**src/rtl/skin_detect_pipe.sv**
```systemverilog
// Skin-tone detect/recolour: 3-stage RGB pipeline with debounced button control.
// Ports: clk, n_rst, i_vid_* in, btn[3:0], o_vid_* out, o_mode, o_y_min; SKIN_COUNT_EN adds o_skin_count/o_count_valid.
module skin_detect_pipe #(
  parameter int                 DW        = 8,
  parameter int                 DEBOUNCE  = 250000,
  parameter logic [DW-1:0]      Y_MIN     = 80,
  parameter logic signed [DW:0] CB_MIN    = -40,
  parameter logic signed [DW:0] CB_MAX    = 10,
  parameter logic signed [DW:0] CR_MIN    = 20,
  parameter logic signed [DW:0] CR_MAX    = 90,
  parameter int                 Y_STEP    = 4,
  parameter logic [3*DW-1:0]    HL_COLOUR = 24'h00FF00
) (
  input  logic            clk,
  input  logic            n_rst,
  input  logic [3*DW-1:0] i_vid_data,
  input  logic            i_vid_hsync,
  input  logic            i_vid_vsync,
  input  logic            i_vid_VDE,
  input  logic [3:0]      btn,
  output logic [3*DW-1:0] o_vid_data,
  output logic            o_vid_hsync,
  output logic            o_vid_vsync,
  output logic            o_vid_VDE,
  output logic [1:0]      o_mode,
`ifdef SKIN_COUNT_EN
  output logic [23:0]     o_skin_count,
  output logic            o_count_valid,
`endif
  output logic [DW-1:0]   o_y_min
);

  typedef enum logic [1:0] {
    M_PASS   = 2'd0,
    M_HILITE = 2'd1,
    M_MASK   = 2'd2,
    M_BLEND  = 2'd3
  } mode_e;

  localparam int            CW      = $clog2(DEBOUNCE + 1);
  localparam logic [CW-1:0] CNT_TOP = CW'(DEBOUNCE - 1);
  localparam logic [DW-1:0] YMAX    = '1;

  // ---------------- buttons ----------------
  logic [3:0]    sy1_q, sy2_q, stb_q;
  logic [CW-1:0] cnt_q [4];
  logic [3:0]    press;

  always_ff @(posedge clk or negedge n_rst) begin
    if (!n_rst) begin
      sy1_q <= '0;
      sy2_q <= '0;
      stb_q <= '0;
      for (int i = 0; i < 4; i++) cnt_q[i] <= '0;
    end else begin
      sy1_q <= btn;
      sy2_q <= sy1_q;
      for (int i = 0; i < 4; i++) begin
        // a return to the accepted level restarts the stability count
        if (sy2_q[i] == stb_q[i]) begin
          cnt_q[i] <= '0;
        end else if (cnt_q[i] == CNT_TOP) begin
          stb_q[i] <= sy2_q[i];
          cnt_q[i] <= '0;
        end else begin
          cnt_q[i] <= cnt_q[i] + 1'b1;
        end
      end
    end
  end

  always_comb begin
    press = '0;
    for (int i = 0; i < 4; i++)
      press[i] = sy2_q[i] & ~stb_q[i] & (cnt_q[i] == CNT_TOP);
  end

  // ---------------- shadow / active ----------------
  mode_e         mode_sh_q, mode_sh_d, mode_q;
  logic [DW-1:0] ymin_sh_q, ymin_sh_d, ymin_q;
  logic [DW:0]   y_up;
  logic          vs_in_q;
  logic          fb;

  assign fb   = i_vid_vsync & ~vs_in_q;
  assign y_up = {1'b0, ymin_sh_q} + (DW+1)'(Y_STEP);

  always_comb begin
    mode_sh_d = mode_sh_q;
    ymin_sh_d = ymin_sh_q;
    if (press[3]) begin
      mode_sh_d = M_PASS;
      ymin_sh_d = Y_MIN;
    end else begin
      if (press[0]) mode_sh_d = mode_e'(mode_sh_q + 2'd1);
      if (press[1] && !press[2])
        ymin_sh_d = (y_up > {1'b0, YMAX}) ? YMAX : y_up[DW-1:0];
      else if (press[2] && !press[1])
        ymin_sh_d = (ymin_sh_q < DW'(Y_STEP)) ? '0
                  : ymin_sh_q - DW'(Y_STEP);
    end
  end

  always_ff @(posedge clk or negedge n_rst) begin
    if (!n_rst) begin
      mode_sh_q <= M_PASS;
      ymin_sh_q <= Y_MIN;
      mode_q    <= M_PASS;
      ymin_q    <= Y_MIN;
      vs_in_q   <= 1'b0;
    end else begin
      mode_sh_q <= mode_sh_d;
      ymin_sh_q <= ymin_sh_d;
      vs_in_q   <= i_vid_vsync;
      // boundary takes the pre-press shadow; a same-cycle press waits a frame
      if (fb) begin
        mode_q <= mode_sh_q;
        ymin_q <= ymin_sh_q;
      end
    end
  end

  assign o_mode  = mode_q;
  assign o_y_min = ymin_q;

  // ---------------- S1: luma / chroma difference ----------------
  logic [DW-1:0]      r_c, g_c, b_c;
  logic [DW+1:0]      ysum;
  logic [DW-1:0]      y1_q;
  logic signed [DW:0] cb1_q, cr1_q;
  logic [3*DW-1:0]    pix1_q;
  logic               hs1_q, vs1_q, de1_q;

  assign r_c  = i_vid_data[3*DW-1:2*DW];
  assign g_c  = i_vid_data[2*DW-1:DW];
  assign b_c  = i_vid_data[DW-1:0];
  assign ysum = {2'b0, r_c} + {1'b0, g_c, 1'b0} + {2'b0, b_c};

  always_ff @(posedge clk or negedge n_rst) begin
    if (!n_rst) begin
      y1_q   <= '0;
      cb1_q  <= '0;
      cr1_q  <= '0;
      pix1_q <= '0;
      hs1_q  <= 1'b0;
      vs1_q  <= 1'b0;
      de1_q  <= 1'b0;
    end else begin
      y1_q   <= ysum[DW+1:2];
      cb1_q  <= $signed({1'b0, b_c}) - $signed({1'b0, g_c});
      cr1_q  <= $signed({1'b0, r_c}) - $signed({1'b0, g_c});
      pix1_q <= i_vid_data;
      hs1_q  <= i_vid_hsync;
      vs1_q  <= i_vid_vsync;
      de1_q  <= i_vid_VDE;
    end
  end

  // ---------------- S2: threshold compare ----------------
  logic            skin_c, skin2_q;
  logic [3*DW-1:0] pix2_q;
  logic            hs2_q, vs2_q, de2_q;

  assign skin_c = de1_q && (y1_q > ymin_q)
               && (cb1_q > CB_MIN) && (cb1_q < CB_MAX)
               && (cr1_q > CR_MIN) && (cr1_q < CR_MAX);

  always_ff @(posedge clk or negedge n_rst) begin
    if (!n_rst) begin
      skin2_q <= 1'b0;
      pix2_q  <= '0;
      hs2_q   <= 1'b0;
      vs2_q   <= 1'b0;
      de2_q   <= 1'b0;
    end else begin
      skin2_q <= skin_c;
      pix2_q  <= pix1_q;
      hs2_q   <= hs1_q;
      vs2_q   <= vs1_q;
      de2_q   <= de1_q;
    end
  end

  // ---------------- S3: recolour ----------------
  logic [DW:0]     bsum;
  logic [3*DW-1:0] blend_c, data3_d, data3_q;
  logic            hs3_q, vs3_q, de3_q;

  always_comb begin
    bsum    = '0;
    blend_c = '0;
    for (int c = 0; c < 3; c++) begin
      bsum = {1'b0, pix2_q[c*DW +: DW]} + {1'b0, HL_COLOUR[c*DW +: DW]};
      blend_c[c*DW +: DW] = bsum[DW:1];
    end
  end

  always_comb begin
    data3_d = '0;
    if (de2_q) begin
      unique case (mode_q)
        M_PASS:   data3_d = pix2_q;
        M_HILITE: data3_d = skin2_q ? HL_COLOUR : pix2_q;
        M_MASK:   data3_d = skin2_q ? '1 : '0;
        M_BLEND:  data3_d = skin2_q ? blend_c : pix2_q;
        default:  data3_d = pix2_q;
      endcase
    end
  end

  always_ff @(posedge clk or negedge n_rst) begin
    if (!n_rst) begin
      data3_q <= '0;
      hs3_q   <= 1'b0;
      vs3_q   <= 1'b0;
      de3_q   <= 1'b0;
    end else begin
      data3_q <= data3_d;
      hs3_q   <= hs2_q;
      vs3_q   <= vs2_q;
      de3_q   <= de2_q;
    end
  end

  assign o_vid_data  = data3_q;
  assign o_vid_hsync = hs3_q;
  assign o_vid_vsync = vs3_q;
  assign o_vid_VDE   = de3_q;

`ifdef SKIN_COUNT_EN
  logic [23:0] scnt_q, scnt_o_q;
  logic        cval_q;

  always_ff @(posedge clk or negedge n_rst) begin
    if (!n_rst) begin
      scnt_q   <= '0;
      scnt_o_q <= '0;
      cval_q   <= 1'b0;
    end else begin
      cval_q <= fb;
      if (fb) begin
        scnt_o_q <= scnt_q;
        // a skin pixel on the boundary cycle opens the new frame's count
        scnt_q   <= {23'd0, skin_c};
      end else if (skin_c && scnt_q != '1) begin
        scnt_q <= scnt_q + 24'd1;
      end
    end
  end

  assign o_skin_count  = scnt_o_q;
  assign o_count_valid = cval_q;
`endif

endmodule

```
**config.mk**
```make
export PLATFORM = sky130hd
export DESIGN_NAME = skin_detect_pipe
export DESIGN_NICKNAME = d
export VERILOG_FILES = /design/src/rtl/skin_detect_pipe.sv
export SDC_FILE = /design/constraint.sdc
export NUM_CORES = 1
export LEC_CHECK = 0
export CAP_MARGIN = 25
export CORE_UTILIZATION = 66
export CTS_BUF_LIST = sky130_fd_sc_hd__clkbuf_4
export DETAILED_ROUTE_END_ITERATION = 12
export HOLD_SLACK_MARGIN = 0.02
export PLACE_DENSITY = 0.88
export REMOVE_ABC_BUFFERS = 1
export SYNTH_ARGS = -nofsm -noshare
export SYNTH_HDL_FRONTEND = slang
export SYNTH_SLANG_ARGS = --single-unit
```
**constraint.sdc**
```tcl
create_clock -name clk -period 5.2 [get_ports clk]
set_input_delay 0.78 -clock clk [delete_from_list [all_inputs] [get_ports clk]]
set_output_delay 0.78 -clock clk [all_outputs]
set_load 0.1 [all_outputs]
```
Word level (Yosys, flattened, before mapping). Cells that the tools add are included.

Add/subtract/negate cells: 12. Multipliers: 0. Div/mod/pow operators: 0. $lt $le $gt $ge: 7. Equal/unequal tests: 11. Shift operators: 0. Muxes and demuxes: 20. Bitwise operators: 18. Reduce and logical (&&, ||, !) cells: 16.

Operator list (count): two-way mux 18 bit (8); two-way mux 24 bit (4); case mux 24 bit (4 select lines) (1); adder 18 x 1 -> 18 bit (second input constant) (4); equality test 18 bit (second input constant) (4); two-way mux 8 bit (5); subtractor 8 x 8 -> 9 bit (2); adder 10 x 8 -> 10 bit (1); adder 8 x 9 -> 10 bit (1); adder 8 x 3 -> 9 bit (second input constant) (1); adder 8 x 8 -> 9 bit (second input constant) (1); AND 1 bit (9); greater-than comparator 9 x 6 -> 1 bit (second input constant) (1); greater-than comparator 9 x 7 -> 1 bit (second input constant) (1); greater-than comparator 9 x 8 -> 1 bit (second input constant) (1); less-than comparator 9 x 5 -> 1 bit (second input constant) (1); less-than comparator 9 x 8 -> 1 bit (second input constant) (1); inverter 1 bit (9); greater-than comparator 8 bit (1); less-than comparator 8 x 3 -> 1 bit (second input constant) (1); AND reduction 2 bit (4); subtractor 8 x 3 -> 8 bit (second input constant) (1); logical AND 1 bit (7); equality test 1 bit (4); 8 further kinds (11).

Register bits: 212. Bits in latches: 0. Memory bits (writable): 0. Bits in read-only memories: 0. Input port bits: 33. Output and inout bits: 37. Memories kept: 0.

Depth between registers and ports, before layout. Gate-level depths: netlist of run 1.

Depth after elaboration: 8. Mapped depth: 9. Mapped depth without buffers: 9.

Least setup slack after synthesis of run 1. No wires, ideal clock.

Kind: input-to-reg. From: in i_vid_data[2]. To: reg y1_q[6]. Setup time: 123 ps. Arrival: 2467 ps. Required time: 5077 ps. Path slack: 2610 ps. Cell stages on the path: 8. Buffers on the path: 0. Cells stage by stage: fa_1 ha_1 a41oi_1 nor2b_1 nor3_1 nor2_1 o41a_1 xor2_1.

Word-level cells in the longest chain between the ends: 1.

RTL lines: start: declaration (line 16) `input logic [3*DW-1:0] i_vid_data,`; adder 10 x 8 -> 10 bit (line 137) `assign ysum = {2'b0, r_c} + {1'b0, g_c, 1'b0} + {2'b0, b_c};`; named net ysum[8] (line 128) `logic [DW+1:0] ysum;`; end signal: assignment (line 149) `y1_q <= ysum[DW+1:2];`; end: declaration (line 129) `logic [DW-1:0] y1_q;`.

The timed path passes the listed nets, and every way through them passes these cells. A chain may end at the register's enable or synchronous reset.

Worst setup path after layout of run 1.
From: reg mode_q[1], in the netlist o_mode[1]. To: out o_mode[1].

RTL lines: start: declaration (line 79) `mode_e mode_sh_q, mode_sh_d, mode_q;`; start signal: assignment (line 117) `mode_q <= mode_sh_q;`; end: declaration (line 25) `output logic [1:0] o_mode,`.

No word-level cell between the ends.

==> results.sh, run 1 <==
export IMPL_drc_errors=0
export IMPL_syn_to_final_growth_pct=15.29
export IMPL_worstHoldPathType="in -> async"
export IMPL_path_class="reg -> out"
export IMPL_cp_slowest_stage_delay_ns=1.26
export IMPL_cpMaxStageDelayCell="clkdlybuf4s50_1"
export IMPL_ys_ff_latch=210
export IMPL_worstReg2RegStart="cnt_q[40]$_DFF_PN0_"
export IMPL_worstMarginPinSlew_ns=1.048
export IMPL_worstRegToRegCells=5
export IMPL_cts_setup_buffers=0
export IMPL_ant_nets=0
export IMPL_cts_clk_slew_worst_paths_ns=0.08
export IMPL_crit_buf_inv=1
export IMPL_crit_family="buffers and inverters"
export IMPL_grt_pass1_wl_mm=32.65
export IMPL_cap_violations=0
export IMPL_cts_sinks=210
export IMPL_setup_ws_ns=1.890
export IMPL_ys_warn_count=0
export IMPL_placementRows=44
export IMPL_cts_tree="done"
export IMPL_die_w_um=123.6
export IMPL_wl_mm=19.97
export IMPL_fillerInstances=937
export IMPL_synth_seq_area_share_pct=53.87
export IMPL_wl_per_cell_um=16.18
export IMPL_cts_hold_buffers_added=0
export IMPL_startpoint_type="flop"
export IMPL_via_count=7079
export IMPL_setup_violations=0
export IMPL_power_uw=3583
export IMPL_clock_root_buffer="clkbuf_4"
export IMPL_avgViaCountPerCell=5.737
export IMPL_yosysTopAreaCell="dfrtp_1"
export IMPL_crit_fanout=15
export IMPL_synth_edf_count=0
export IMPL_cts_buffers=52
export IMPL_ys_flop_type="dfrtp_1"
export IMPL_synth_top_cells_by_count="dfrtp_1, nor2_1, xor2_1"
export IMPL_drive_gt1_share_pct=9.914
export IMPL_p_leak_uw=0.005053
export IMPL_avgSynthCellArea_sq_um=10.68
export IMPL_grt_pass1_vias=7073
export IMPL_final_nets=1097
export IMPL_power_density_mw_per_mm2=318.2
export IMPL_cp_num_cells=1
export IMPL_arrival_ns=2.53
export IMPL_rsz0062_at_grt="no"
export IMPL_pin_count=70
export IMPL_cts_resized_gates=0
export IMPL_antenna_found_initial=1
export IMPL_cp_end_kind="output port"
export IMPL_core_area_sq_mm=0.01448
export IMPL_relSlewSlack_pct=29.97
export IMPL_setup_tns_ns=0
export IMPL_initial_core_util_pct=67.44
export IMPL_cts_max_path_buffers=3
export IMPL_die_y_um=123.6
export IMPL_status="complete, no violations"
export IMPL_netlist_area_sq_mm=0.009764
export IMPL_yosysUniqueCellTypes=68
export IMPL_die_area_sq_mm=0.01528
export IMPL_slew_viol_final=0
export IMPL_cts_max_level=2
export IMPL_final_setup_skew_ns=0.04620
export IMPL_fin_cells=1234
export IMPL_hold_violations=0
export IMPL_synthCells=914
export IMPL_dpl_cell_count=1141
export IMPL_critical_path_required_ns=4.42
export IMPL_grt_total_usage_pct=27.84
export IMPL_utilization_pct=77.75
export IMPL_min_period_ns=3.310
export IMPL_synth_most_common_cell="dfrtp_1"
export IMPL_port_buffers=69
export IMPL_drt_initial_drc_count=550
export IMPL_yosys_area_top_type_share_pct=52.79
export IMPL_crit_chain="clkdlybuf4s50_1"
export IMPL_cp_startpoint="o_mode[1]$_DFFE_PN0P_"
export IMPL_timing_final_crit_share_pct=63.66
export IMPL_synth_area_leaders="dfrtp_1, ha_1, nor2_1"
export IMPL_ir_drop_mv=0.2234
export IMPL_firstDrtPassIters=7
export IMPL_grt_max_degree=118
export IMPL_max_freq_mhz=302.1
export IMPL_hpwl_mm=13.81
export IMPL_clk_latency_ns=0.66
export IMPL_place_congestion=0.9044
export IMPL_post_place_ws_ns=1.814
export IMPL_grt_overflow=0
export IMPL_async_reset_ff_share_pct=100.0
[metrics by stage]
stage / hold WS [ns] / cell area [sq um]
2_1_floorplan: 0.3312 / 9649
3_3_place_gp: 0.3325 / 10600
3_5_place_dp: 0.3347 / 10600
4_1_cts: 0.1925 / 11250
5_1_grt: 0.2346 / 11260
6_report: 0.2003 / 11260
[final cells by class]
class                           count  area, sq um  area share, %
Sequential cell                   210         5260          46.73
Multi-Input combinational cell    629         4213          37.42
Timing Repair Buffer               71        721.9          6.413
Clock buffer                       75        563.0          5.002
Tap cell                          184        230.2          2.045
Inverter                           47        176.4          1.567
Clock inverter                     17        90.09         0.8003
Antenna cell                        1        2.502        0.02223
[cells by family (layout without fill, tap and decap cells)]
kind of cell	after synthesis	count (layout)	synth area share [%]
compound gates	136	136	9.303
other cells	0	1	0
xor+xnor	87	87	7.804
fa+ha+maj	53	53	7.560
buf+inv	75	210	2.986
simple gates	346	346	17.68
flops	210	210	53.87
mux	7	7	0.7944
[worst register-to-register path: cells and delay by family, from the launching register on]
kind,cells,cell delay [ns]
simple gates,5,1.81
flops,1,0.42
[registers in the layout, indices dropped and copies added, names as in the netlist, 7 cells and up]
register / flops
cb1_q: 9
cnt_q: 72
cr1_q: 9
o_vid_data: 24
o_y_min: 7
pix1_q: 24
pix2_q: 24
y1_q: 8
ymin_sh_q: 7
[per-layer routing]
layer	vias up	part of all wire, %	track usage, %
met5	-	0	0
met2	224	49	44.20
met1	3455	44	37.47
met4	0	2.4	11.60
li1	3359	-	-
met3	41	5.2	5.861
[final timing paths]
path / endpoint / slack [ns]
max in group asynchronous: pix1_q[14]$_DFF_PN0_ / 3.99
max reg2reg: cnt_q[46]$_DFF_PN0_ / 2.82
min reg2reg: pix2_q[23]$_DFF_PN0_ / 0.34
min: pix1_q[2]$_DFF_PN0_ / 0.20
max: o_mode[1] / 1.89
min in group clk: pix2_q[23]$_DFF_PN0_ / 0.34
[cells in the final DEF, fill, tap and decap left out, types with 10 or more instances in the layout]
master,Yosys,layout
dfrtp_1,206,206
clkdlybuf4s50_1,0,68
nor2_1,129,129
inv_1,46,46
clkinv_1,1,15
xor2_1,51,51
o21ai_0,30,30
and3_1,21,21
nor2b_1,31,31
ha_1,43,43
a221oi_1,13,13
a21oi_1,38,38
nand3_1,36,36
xnor2_1,36,36
nand4_1,17,17
o21a_1,13,13
nand2_1,49,49
fa_1,10,10
nor3_1,13,13
clkbuf_4,0,75
[report_power, final]
group	internal [uW]	switching, uW
Combinational	177	277
Clock	710	637
Sequential	1730	55.5
Note: power is estimated with default switching activity, not from simulation.
==> inputs of run 2 (changes only) <==
--- a/config.mk
+++ b/config.mk
@@ -6,11 +6,11 @@
 export NUM_CORES = 1
 export LEC_CHECK = 0
 export CAP_MARGIN = 25
-export CORE_UTILIZATION = 66
+export CORE_UTILIZATION = 61
 export CTS_BUF_LIST = sky130_fd_sc_hd__clkbuf_4
 export DETAILED_ROUTE_END_ITERATION = 12
 export HOLD_SLACK_MARGIN = 0.02
-export PLACE_DENSITY = 0.88
+export PLACE_DENSITY = 0.82
 export REMOVE_ABC_BUFFERS = 1
 export SYNTH_ARGS = -nofsm -noshare
 export SYNTH_HDL_FRONTEND = slang
==> constraint.sdc (replaced) <==
create_clock -name clk -period 3.5 [get_ports clk]
set_input_delay 0.525 -clock clk [delete_from_list [all_inputs] [get_ports clk]]
set_output_delay 0.525 -clock clk [all_outputs]
set_load 0.1 [all_outputs]
==> results.sh, run 2 (synthesis gave the netlist of run 1 again) <==
export IMPL_crit_buf_inv=1
export IMPL_pin_count=70
export IMPL_relSlewSlack_pct=33.95
export IMPL_firstDrtPassIters=4
export IMPL_status="complete, no violations"
export IMPL_crit_chain="clkdlybuf4s50_1"
export IMPL_wl_mm=18.98
export IMPL_arrival_ns=2.34
export IMPL_cts_max_path_buffers=3
export IMPL_max_freq_mhz=348.8
export IMPL_power_uw=5255
export IMPL_drive_gt1_share_pct=10.82
export IMPL_core_area_sq_mm=0.01543
export IMPL_grt_total_usage_pct=24.76
export IMPL_ir_drop_mv=0.2918
export IMPL_clock_root_buffer="clkbuf_4"
export IMPL_regArea_sq_mm=0.005260
export IMPL_rrSetupSlack_ns=1.20
export IMPL_multi_input_area_sq_mm=0.004213
export IMPL_worstMarginPinSlew_ns=0.9877
export IMPL_cpMaxStageDelayCell="clkdlybuf4s50_1"
export IMPL_cts_sinks=210
export IMPL_fillerInstances=1108
export IMPL_place_congestion=0.8449
export IMPL_grt_pass1_vias=6840
export IMPL_drt_initial_drc_count=549
export IMPL_grt_pass1_wl_mm=32.14
export IMPL_clk_latency_ns=0.66
export IMPL_wl_per_cell_um=14.99
export IMPL_final_setup_skew_ns=0.03412
export IMPL_worstHoldPathType="in -> reg"
export IMPL_largest_register="cnt_q"
export IMPL_startpoint_type="flop"
export IMPL_path_class="reg -> out"
export IMPL_crit_fanout=2
export IMPL_layout_common_cells="dfrtp_1, nor2_1, clkbuf_4, clkdlybuf4s50_1, xor2_1"
export IMPL_slew_viol_final=0
export IMPL_die_y_um=128.5
export IMPL_antenna_found_initial=1
export IMPL_avgViaCountPerCell=5.441
export IMPL_syn_to_final_growth_pct=15.90
export IMPL_min_period_ns=2.867
export IMPL_hpwl_mm=13.39
export IMPL_placementRows=45
export IMPL_cts_setup_buffers=0
export IMPL_cap_violations=0
export IMPL_drc_errors=0
export IMPL_setup_violations=0
export IMPL_die_w_um=128.5
export IMPL_die_area_sq_mm=0.01652
export IMPL_initial_core_util_pct=63.29
export IMPL_crit_family="buffers and inverters"
export IMPL_power_density_mw_per_mm2=464.4
export IMPL_final_common_cell="dfrtp_1"
export IMPL_port_buffers=69
export IMPL_largest_reg_flops=72
export IMPL_cts_buffers=51
export IMPL_timing_final_crit_share_pct=81.91
export IMPL_rsz0062_at_grt="no"
export IMPL_cts_clk_slew_worst_paths_ns=0.07
export IMPL_grt_overflow=0
export IMPL_setup_tns_ns=0
export IMPL_grt_max_degree=99
export IMPL_p_leak_uw=0.005082
export IMPL_cts_tree="done"
export IMPL_final_nets=1102
export IMPL_cts_max_level=2
export IMPL_cp_end_kind="output port"
export IMPL_via_count=6888
export IMPL_ant_nets=0
export IMPL_cp_slowest_stage_delay_ns=1.14
export IMPL_critical_path_required_ns=2.97
export IMPL_hold_violations=0
run 2: cell types whose count changed in the layout (fill, tap and decap cells not counted):
cell | previous run | this run
clkinv_1 | 15 | 11
dlygate4sd3_1 | 0 | 1
clkbuf_4 | 75 | 78
clkinv_2 | 0 | 2
buf_4 | 1 | 8
inv_2 | 2 | 1
clkdlybuf4s50_1 | 68 | 66
bufinv_16 | 1 | 0
run 2: final timing paths:
kind,start,end,cells past startpoint
setup / recovery,o_y_min[4]$_DFFE_PN1P_,o_y_min[4],1
hold / removal,btn[2],sy1_q[2]$_DFF_PN0_,1
setup reg to reg,cnt_q[40]$_DFF_PN0_,cnt_q[47]$_DFF_PN0_,5
hold reg to reg,pix1_q[23]$_DFF_PN0_,pix2_q[23]$_DFF_PN0_,0
max in group asynchronous,n_rst,o_y_min[6]$_DFFE_PN1P_,3
min in group asynchronous,n_rst,cnt_q[49]$_DFF_PN0_,2
run 2: area by class of cell:
type,instances,area share [%]
flip-flops and latches,210,46.48
multi-input cells,629,37.22
repair buffers,77,6.755
clock buffers,78,5.174
well taps,211,2.333
inverters,47,1.559
clock inverters,13,0.4533
diodes,1,0.02211
run 2: stage by stage:
stage          util (%)  area (sq um)  cells  worst slack [ns]  hold WS (ns)
5_1_grt           73.36         11320   1266            0.5641        0.2507
4_1_cts           73.34         11310   1265            0.5894        0.2657
6_report          73.36         11320   1266            0.6331        0.3071
2_1_floorplan         -          9649    886            0.5669        0.2294
3_3_place_gp      69.15         10670   1173            0.4439        0.3321
3_5_place_dp      69.15         10670   1173            0.4041        0.3347
run 2: layer usage:
layer,track usage [%],up-vias,share of wire (%)
li1,-,3357,-
met1,35.49,3376,48
met2,37.49,127,46
met3,5.904,28,4.1
met4,8.235,0,1.8
met5,0,-,0
run 2: what timing repair did:
action                    in CTS  in global routing
gates resized for setup        0                  0
hold buffers                   1                  0
hold endpoints to repair      93                  0
run 2: report_power, final:
part | total [uW] | switching [uW] | internal [uW]
combinational | 666 | 402 | 264
sequential | 2640 | 80.4 | 2560
clock | 1950 | 932 | 1010
total | 5260 | 1410 | 3840
==> inputs of run 3 (changes only) <==
==> constraint.sdc (replaced) <==
create_clock -name clk -period 2.9 [get_ports clk]
set_input_delay 0.435 -clock clk [delete_from_list [all_inputs] [get_ports clk]]
set_output_delay 0.435 -clock clk [all_outputs]
set_load 0.1 [all_outputs]
==> results.sh, run 3 (synthesis gave the netlist of run 1 again) <==
export IMPL_grt_pass1_wl_mm=32.17
export IMPL_die_area_sq_mm=0.01652
export IMPL_place_congestion=0.8718
export IMPL_drive_gt1_share_pct=14.02
export IMPL_cts_max_level=2
export IMPL_pin_count=70
export IMPL_final_nets=1109
export IMPL_syn_to_final_growth_pct=15.47
export IMPL_grt_pass1_vias=6806
export IMPL_arrival_ns=2.79
export IMPL_setup_violations=0
export IMPL_largest_reg_flops=72
export IMPL_wl_per_cell_um=15.21
export IMPL_worstHoldPathType="in -> reg"
export IMPL_timing_final_crit_share_pct=79.50
export IMPL_cts_tree="done"
export IMPL_power_density_mw_per_mm2=556.8
export IMPL_crit_fanout=17
export IMPL_cap_violations=0
export IMPL_layout_common_cells="dfrtp_1, nor2_1, clkbuf_4, xor2_1, nand2_1"
export IMPL_clk_latency_ns=0.65
export IMPL_die_y_um=128.5
export IMPL_post_place_ws_ns=0.02218
export IMPL_ir_drop_mv=0.3625
export IMPL_path_class="reg -> reg"
export IMPL_cts_clk_slew_worst_paths_ns=0.07
export IMPL_avgViaCountPerCell=5.429
export IMPL_slew_viol_final=0
export IMPL_clock_root_buffer="clkbuf_4"
export IMPL_final_common_cell="dfrtp_1"
export IMPL_cts_setup_buffers=0
export IMPL_initial_core_util_pct=63.29
export IMPL_cts_max_path_buffers=3
export IMPL_hpwl_mm=13.79
export IMPL_antenna_found_initial=1
export IMPL_worstMarginPinSlew_ns=0.6536
export IMPL_port_buffers=69
export IMPL_core_area_sq_mm=0.01543
export IMPL_drt_initial_drc_count=441
export IMPL_min_period_ns=2.306
export IMPL_relSlewSlack_pct=56.43
export IMPL_ant_nets=0
export IMPL_rsz0062_at_grt="no"
export IMPL_p_leak_uw=0.005161
export IMPL_critical_path_required_ns=3.38
export IMPL_grt_overflow=0
export IMPL_cp_end_kind="flop"
export IMPL_status="complete, no violations"
export IMPL_setup_ws_ns=0.5945
export IMPL_largest_register="cnt_q"
export IMPL_hold_violations=0
export IMPL_startpoint_type="flop"
export IMPL_fillerInstances=1143
export IMPL_wl_mm=19.39
export IMPL_cts_buffers=52
export IMPL_die_w_um=128.5
export IMPL_firstDrtPassIters=5
export IMPL_max_freq_mhz=433.7
export IMPL_via_count=6922
export IMPL_setup_tns_ns=0
export IMPL_power_uw=6278
export IMPL_hold_ws_ns=0.2309
export IMPL_placementRows=45
export IMPL_grt_max_degree=77
export IMPL_utilization_pct=73.08
export IMPL_drc_errors=0
export IMPL_cts_sinks=210
export IMPL_final_setup_skew_ns=0.03715
export IMPL_grt_total_usage_pct=25.03
==> run 3: critical path, cell delays in order, from the launching register on <==
cell,delay [ns]
dfrtp_1,0.42
or4_4,0.56
nor4_4,0.41
and2_1,0.19
or2_1,0.48
nor2_1,0.11
==> run 3: where the power goes <==
| part | leakage (uW) | switching, uW | total, uW | internal [uW] |
|---|---|---|---|---|
| sequential | 0.00267 | 95.8 | 3190 | 3090 |
| combinational | 0.00211 | 491 | 806 | 315 |
| clock | 0.000373 | 1130 | 2280 | 1150 |
| total | 0.00516 | 1720 | 6280 | 4560 |
==> run 3: repair_timing <==
action	CTS	global route
gates resized for setup	0	0
hold endpoints to repair	66	0
hold buffers	1	0
==> run 3: final cells by class <==
type	instances	area, sq um	share of cell area, %
multi-input combinational	629	4213	37.37
timing repair buffer	83	734.5	6.514
inverter	47	176.4	1.565
clock buffer	72	540.5	4.794
tap	211	264.0	2.342
clock inverter	22	83.83	0.7435
sequential	210	5260	46.65
antenna	1	2.502	0.02220
==> run 3: layer usage <==
metal | global-route usage [%] | vias to the layer above | part of all wire [%]
met5 | 0 | - | 0
met4 | 10.31 | 0 | 2.3
met3 | 5.322 | 35 | 5.2
met2 | 38.60 | 184 | 46
met1 | 34.91 | 3325 | 46
li1 | - | 3378 | -
==> run 3: path summary, 6_finish.rpt <==
path | start | cells past startpoint | slack, ns | endpoint
setup / recovery | cnt_q[40]$_DFF_PN0_ | 5 | 0.59 | cnt_q[51]$_DFF_PN0_
hold / removal | i_vid_hsync | 1 | 0.23 | hs1_q$_DFF_PN0_
setup reg to reg | cnt_q[40]$_DFF_PN0_ | 5 | 0.59 | cnt_q[51]$_DFF_PN0_
hold reg to reg | pix1_q[7]$_DFF_PN0_ | 0 | 0.35 | pix2_q[7]$_DFF_PN0_
max in group asynchronous | n_rst | 3 | 1.76 | o_y_min[4]$_DFFE_PN1P_
min in group asynchronous | n_rst | 2 | 0.37 | cnt_q[42]$_DFF_PN0_
==> run 3: stage by stage <==
stage	area, sq um	instances
floorplan	9649	886
global placement	10640	1179
detailed placement	10640	1179
CTS	11270	1274
global route	11270	1275
finish	11270	1275
